[src/rtl/serial_sub_pkg.sv]
// Shared types and elaboration helpers for the chunked serial subtractor.
package serial_sub_pkg;

  typedef enum logic [1:0] {
    ST_IDLE = 2'd0,
    ST_RUN  = 2'd1,
    ST_DONE = 2'd2
  } state_t;

  function automatic int num_chunks(input int width, input int chunk);
    return (chunk > 0) ? width / chunk : 1;
  endfunction

  // Chunk counter width; never narrower than one bit.
  function automatic int cnt_width(input int n);
    return (n <= 1) ? 1 : $clog2(n);
  endfunction

  function automatic bit cfg_ok(input int width, input int chunk);
    return (width >= 2) && (width <= 64) && (chunk >= 1) &&
           (chunk <= width) && (width % chunk == 0);
  endfunction

endpackage

[src/rtl/fullsub_chunk.sv]
// CHUNK-bit ripple of full subtractors; one slice of the serial datapath.
module fullsub_chunk #(
  parameter int CHUNK = 1
) (
  input  logic [CHUNK-1:0] a,
  input  logic [CHUNK-1:0] b,
  input  logic             bi,
  output logic [CHUNK-1:0] diff,
  output logic             bo
);

  logic [CHUNK:0] br;

  assign br[0] = bi;

  for (genvar gi = 0; gi < CHUNK; gi++) begin : g_bit
    assign diff[gi]  = a[gi] ^ b[gi] ^ br[gi];
    assign br[gi+1]  = (~a[gi] & b[gi]) | (~(a[gi] ^ b[gi]) & br[gi]);
  end

  assign bo = br[CHUNK];

endmodule

[src/rtl/serial_sub.sv]
// Multi-cycle subtractor: D = A - B - bin, CHUNK bits per cycle, with borrow and signed overflow.
module serial_sub
  import serial_sub_pkg::*;
#(
  parameter int WIDTH = 8,
  parameter int CHUNK = 1
) (
  input  logic             clk,
  input  logic             rst_n,
  input  logic             start,
  input  logic [WIDTH-1:0] A,
  input  logic [WIDTH-1:0] B,
  input  logic             bin,
  output logic             busy,
  output logic             done,
  output logic [WIDTH-1:0] D,
  output logic             bout,
  output logic             ovf
);

  localparam int N  = num_chunks(WIDTH, CHUNK);
  localparam int CW = cnt_width(N);
  localparam logic [CW-1:0] LAST = CW'(N - 1);

  if (!cfg_ok(WIDTH, CHUNK)) begin : g_cfg_check
    $error("serial_sub: WIDTH must be 2..64 and a multiple of CHUNK");
  end

  state_t           state_reg;
  logic [CW-1:0]    cnt_reg;
  logic [WIDTH-1:0] a_reg;
  logic [WIDTH-1:0] b_reg;
  logic [WIDTH-1:0] d_reg;
  logic             borrow_reg;
  logic             bout_reg;
  logic             ovf_reg;
  logic             busy_reg;
  logic             done_reg;

  logic [CHUNK-1:0] a_cur;
  logic [CHUNK-1:0] b_cur;
  logic [CHUNK-1:0] diff_cur;
  logic             bo_cur;
  logic [WIDTH-1:0] d_next;
  logic             last_chunk;

  // Counter-selected operand slice; constant offsets keep this a plain mux.
  always_comb begin
    a_cur = '0;
    b_cur = '0;
    for (int i = 0; i < N; i++) begin
      if (cnt_reg == CW'(i)) begin
        a_cur = a_reg[i*CHUNK +: CHUNK];
        b_cur = b_reg[i*CHUNK +: CHUNK];
      end
    end
  end

  always_comb begin
    d_next = d_reg;
    for (int i = 0; i < N; i++) begin
      if (cnt_reg == CW'(i)) begin
        d_next[i*CHUNK +: CHUNK] = diff_cur;
      end
    end
  end

  fullsub_chunk #(
    .CHUNK (CHUNK)
  ) u_fullsub (
    .a    (a_cur),
    .b    (b_cur),
    .bi   (borrow_reg),
    .diff (diff_cur),
    .bo   (bo_cur)
  );

  assign last_chunk = (cnt_reg == LAST);

  always_ff @(posedge clk or negedge rst_n) begin
    if (!rst_n) begin
      state_reg  <= ST_IDLE;
      cnt_reg    <= '0;
      a_reg      <= '0;
      b_reg      <= '0;
      d_reg      <= '0;
      borrow_reg <= 1'b0;
      bout_reg   <= 1'b0;
      ovf_reg    <= 1'b0;
      busy_reg   <= 1'b0;
      done_reg   <= 1'b0;
    end else begin
      done_reg <= 1'b0;
      case (state_reg)
        ST_IDLE, ST_DONE: begin
          if (start) begin
            a_reg      <= A;
            b_reg      <= B;
            borrow_reg <= bin;
            cnt_reg    <= '0;
            d_reg      <= '0;
            bout_reg   <= 1'b0;
            ovf_reg    <= 1'b0;
            busy_reg   <= 1'b1;
            state_reg  <= ST_RUN;
          end else begin
            state_reg  <= ST_IDLE;
          end
        end
        ST_RUN: begin
          d_reg      <= d_next;
          borrow_reg <= bo_cur;
          if (last_chunk) begin
            // The last slice carries the MSB of D, so overflow is decided here.
            bout_reg  <= bo_cur;
            ovf_reg   <= (a_reg[WIDTH-1] ^ b_reg[WIDTH-1]) &
                         (diff_cur[CHUNK-1] ^ a_reg[WIDTH-1]);
            busy_reg  <= 1'b0;
            done_reg  <= 1'b1;
            state_reg <= ST_DONE;
          end else begin
            cnt_reg   <= cnt_reg + CW'(1);
          end
        end
        default: begin
          busy_reg  <= 1'b0;
          state_reg <= ST_IDLE;
        end
      endcase
    end
  end

  assign busy = busy_reg;
  assign done = done_reg;
  assign D    = d_reg;
  assign bout = bout_reg;
  assign ovf  = ovf_reg;

endmodule

[config.mk]
export PLATFORM = sky130hd
export DESIGN_NAME = serial_sub
export DESIGN_NICKNAME = d
export VERILOG_FILES = /design/src/rtl/serial_sub_pkg.sv /design/src/rtl/fullsub_chunk.sv /design/src/rtl/serial_sub.sv
export SDC_FILE = /design/constraint.sdc
export NUM_CORES = 1
export LEC_CHECK = 0
export ABC_AREA = 1
export BUFFER_PORTS_ARGS = -buffer_cell sky130_fd_sc_hd__buf_2
export CORE_UTILIZATION = 30
export DETAILED_ROUTE_END_ITERATION = 16
export HOLD_SLACK_MARGIN = 0.15
export SLEW_MARGIN = 25
export SYNTH_ARGS = -nofsm -noshare
export SYNTH_HDL_FRONTEND = slang
export SYNTH_HIERARCHICAL = 1
export SYNTH_SLANG_ARGS = --single-unit
[constraint.sdc]
create_clock -name clk -period 2.4 [get_ports clk]
set_input_delay 0.48 -clock clk [delete_from_list [all_inputs] [get_ports clk]]
set_output_delay 0.48 -clock clk [all_outputs]
set_load 0.05 [all_outputs]
==> impl_results.md <==
- Crit path from: cnt_reg[0]
- Share of cells above drive strength 1: approximately a third
- Synth-to-Final Area Change: 25.9%
- CTS root buf: clkbuf_8
- Via count: between 1000 and 1500
- Drt wl/cell: around 11 µm
- Slew headroom: roughly half
- CP Class: reg2reg
- CP max FO: 8
- Antenna Nets Post-Route: 0
- Core Rows: 27
- Adder-cell area share of the yosys netlist: 5.55%
- Clock skew: 0.0125 ns
- ANT cells: 0
- Reg-to-Reg Start: cnt_reg[0]
- Slowest stage delay, CP: 0.56 ns
- Violated checks: DRC
- Register clock-pin slew on the reported worst setup and hold paths: around 0.070 ns
- Num CTS Buffers: 5
- WP buf/inv: 5
- Reg2reg path depth: 18
- CTS max path bufs: 2
- Final hold vios: 0
- RSZ-0062 raised after global routing: yes
- Starting DRT DRC Count: 72
- PortBufs: 31
- Global-route wire length before repair: slightly above 6000 µm
- Die W: a little under 80 µm
- Crit-path slowest cell: fa_1
- Placeable Area: about 0.0055 mm²
- Number of global-route vias before repair: 1363
- Hold crit path type: in2async
- Seq/Total Area, Yosys: about half
- Die Y-Extent: about 78 µm
- R2R Setup Slk: roughly 0.056 ns
- CTS H-tree depth: 2
- Yosys warns: 6
- Final worst path period share: a little over nine tenths
- PD cells: about 1600 mW/mm²
- # setup viols final: 0
- Crit path required time: about 2.6 ns
- Max rail drop VDD: approximately 0.72 mV
- FF-to-FF End: D[4]
- Main combinational cell family by area after synthesis: simple AND/OR/NAND/NOR gates
- Synth unique cells: 21
- CTS sink cnt: 34
- Vias per Instance: between 4 and 5
- Post-route cell area: about 0.0022 mm²
- HPWL after detailed placement: about 2500 µm
- Initial core utilization: a little under a third
- Initial antenna violation count: 0
- Worst slew pin tran: roughly 0.75 ns
- DRC violations left: 2
- Mux contribution to synthesized area: 0%
- Synth Instances: 215
- Post-synthesis simple-gate area fraction: 25.9%
- Number of top-level pins: 32
- Synth Area in XOR/XNOR: 0%
- MaxCap Viol Count: 0
- Post-synthesis instance area: 0.00171 mm²
- Final WL: ~3700 µm
- GRT Util Overall: a little over an eighth
- CP Capture Type: register
- Most common cell on crit path: nand2_1
- Crit path launch type: register
- Family with the most delay on the worst path: adder cells
- Critical path, cell by cell: inv_2 > ha_4 > inv_2 > nor2_4 > nand2_1 > nand2_1 > inv_1 > nand2_1 > nand2_1 > nand2_1 > nand2_1 > nand2_1 > nand2_2 > fa_1 > inv_2 > nor2_4 > inv_4 > o21ai_1
- Final min period: 2.34 ns
- Run status: finished, violations left
- CP arrival: approximately 2.6 ns
- Nets: about 280
- Global route overflow: 0
- Pin count of the biggest net entering global routing: 35
- TritonCTS clock tree: built
- Synth Area per Inst: roughly 8.0 µm²
- Maximum clock rate: ~0.43 GHz
- Total power after layout: ~3.5 mW
- Die area: between 0.006 and 0.007 mm²
- Synthesized Nets: ~240
- DRT Pass-1 Iters: 10
- #FFs+latches synth: 34
- Dpl cell area: 0.00194 mm²
- Post-synthesis compound-gate area fraction: under 10%
- Static Leak: about 1.2 nW
- Slew Viols, Final: 0
- RD Place Congestion: roughly 0.81
- Worst skew pair latency: 0.29 ns
-- cell families after synthesis --
| family | count (synthesis) |
|---|---|
| and+or+nand+nor | 107 |
| DFF | 34 |
| adders and majority gates | 7 |
| buffers and inverters | 38 |
| AOI/OAI and AO/OA | 29 |
-- area by class of cell --
type                       count  area [µm²]
fill                         572        3350
sequential                    34         851
multi-input combinational    143         764
timing repair buffer          40         223
inverter                      32         123
tap                           72        90.1
clock buffer                   7        76.3
clock inverter                 1        30.0
-- synthesized netlist by cell type, drive strengths merged --
| cell | count | area share, % |
|---|---|---|
| o31ai | 1 | 0.73 |
| a31oi | 3 | 1.1 |
| nand3 | 8 | 2.3 |
| inv | 32 | 7.0 |
| fa | 1 | 1.2 |
| dfrtp | 34 | 50 |
| nor2 | 18 | 5.1 |
| ha | 6 | 4.4 |
| a21oi | 8 | 2.3 |
| o22ai | 1 | 0.37 |
| nand2 | 81 | 18 |
| o21ai | 16 | 4.7 |
| buf | 6 | 2.6 |
-- routing by layer --
layer / global-route usage (%) / wire length [µm] / vias to the layer above
met4: 7.36 / 80 / 0
li1: - / - / 744
met1: 16.5 / 1670 / 659
met5: 0 / 0 / -
met2: 20.6 / 1680 / 39
met3: 4.00 / 232 / 6
-- per-stage QoR --
| step | hold WS, ns | TNS, ns | cells | util [%] | setup slack (ns) |
|---|---|---|---|---|---|
| after global routing | 0.318 | -0.622 | 329 | 39.2 | -0.0800 |
| after floorplan | 0.184 | 0 | 215 | - | 0.197 |
| after detailed placement | 0.464 | -0.497 | 315 | 35.2 | -0.0682 |
| final | 0.253 | 0 | 329 | 39.2 | 0.0558 |
| after CTS | 0.280 | 0 | 325 | 37.7 | 0.00598 |
| after global placement | 0.461 | -0.0537 | 315 | 35.2 | -0.0113 |
-- what timing repair did --
| item | 4_1_cts | 5_1_grt |
|---|---|---|
| hold buffers | 0 | 0 |
| pin swaps | 2 | 11 |
| buffers inserted | 2 | 4 |
| endpoints found under the setup margin | 9 | 9 |
| gates resized for setup | 4 | 18 |
-- where the power goes --
group	switching (mW)	total [mW]	internal (mW)
Clock	0.212	0.523	0.311
Sequential	0.142	0.980	0.838
Combinational	1.33	2.04	0.705
-- worst register-to-register path, cell delays in order, from the launching register on --
cell and delay [ns]:
dfrtp_1 0.41, inv_2 0.13, ha_4 0.15, inv_2 0.04
nor2_4 0.11, nand2_1 0.06, nand2_1 0.05, inv_1 0.03
nand2_1 0.06, nand2_1 0.05, nand2_1 0.06, nand2_1 0.05
nand2_1 0.06, nand2_2 0.05, fa_1 0.56, inv_2 0.06
nor2_4 0.12, inv_4 0.07, o21ai_1 0.12
-- how the worst max path moves through the flow --
stage	slack (ns)	cells past startpoint	endpoint
global placement	-0.01	18	D[2]
detailed placement	-0.07	18	D[1]
floorplan	0.20	18	D[1]
finish	0.06	18	D[4]
global route	-0.08	18	D[0]
CTS	0.006	18	D[1]
-- placed cells by master (no fill, tap or decap) --
master / count
a21oi_1: 6
a21oi_2: 2
a31oi_1: 3
buf_2: 31
buf_4: 9
bufinv_16: 1
clkbuf_1: 2
clkbuf_8: 5
dfrtp_1: 34
fa_1: 1
ha_1: 1
ha_2: 3
ha_4: 2
inv_1: 19
inv_2: 12
inv_4: 1
nand2_1: 77
nand2_2: 3
nand2_4: 1
nand3_1: 8
nor2_1: 12
nor2_2: 3
nor2_4: 3
o21ai_0: 7
o21ai_1: 5
o21ai_2: 4
o22ai_1: 1
o31ai_2: 1
No activity file was read; power rests on OpenSTA's default activity.
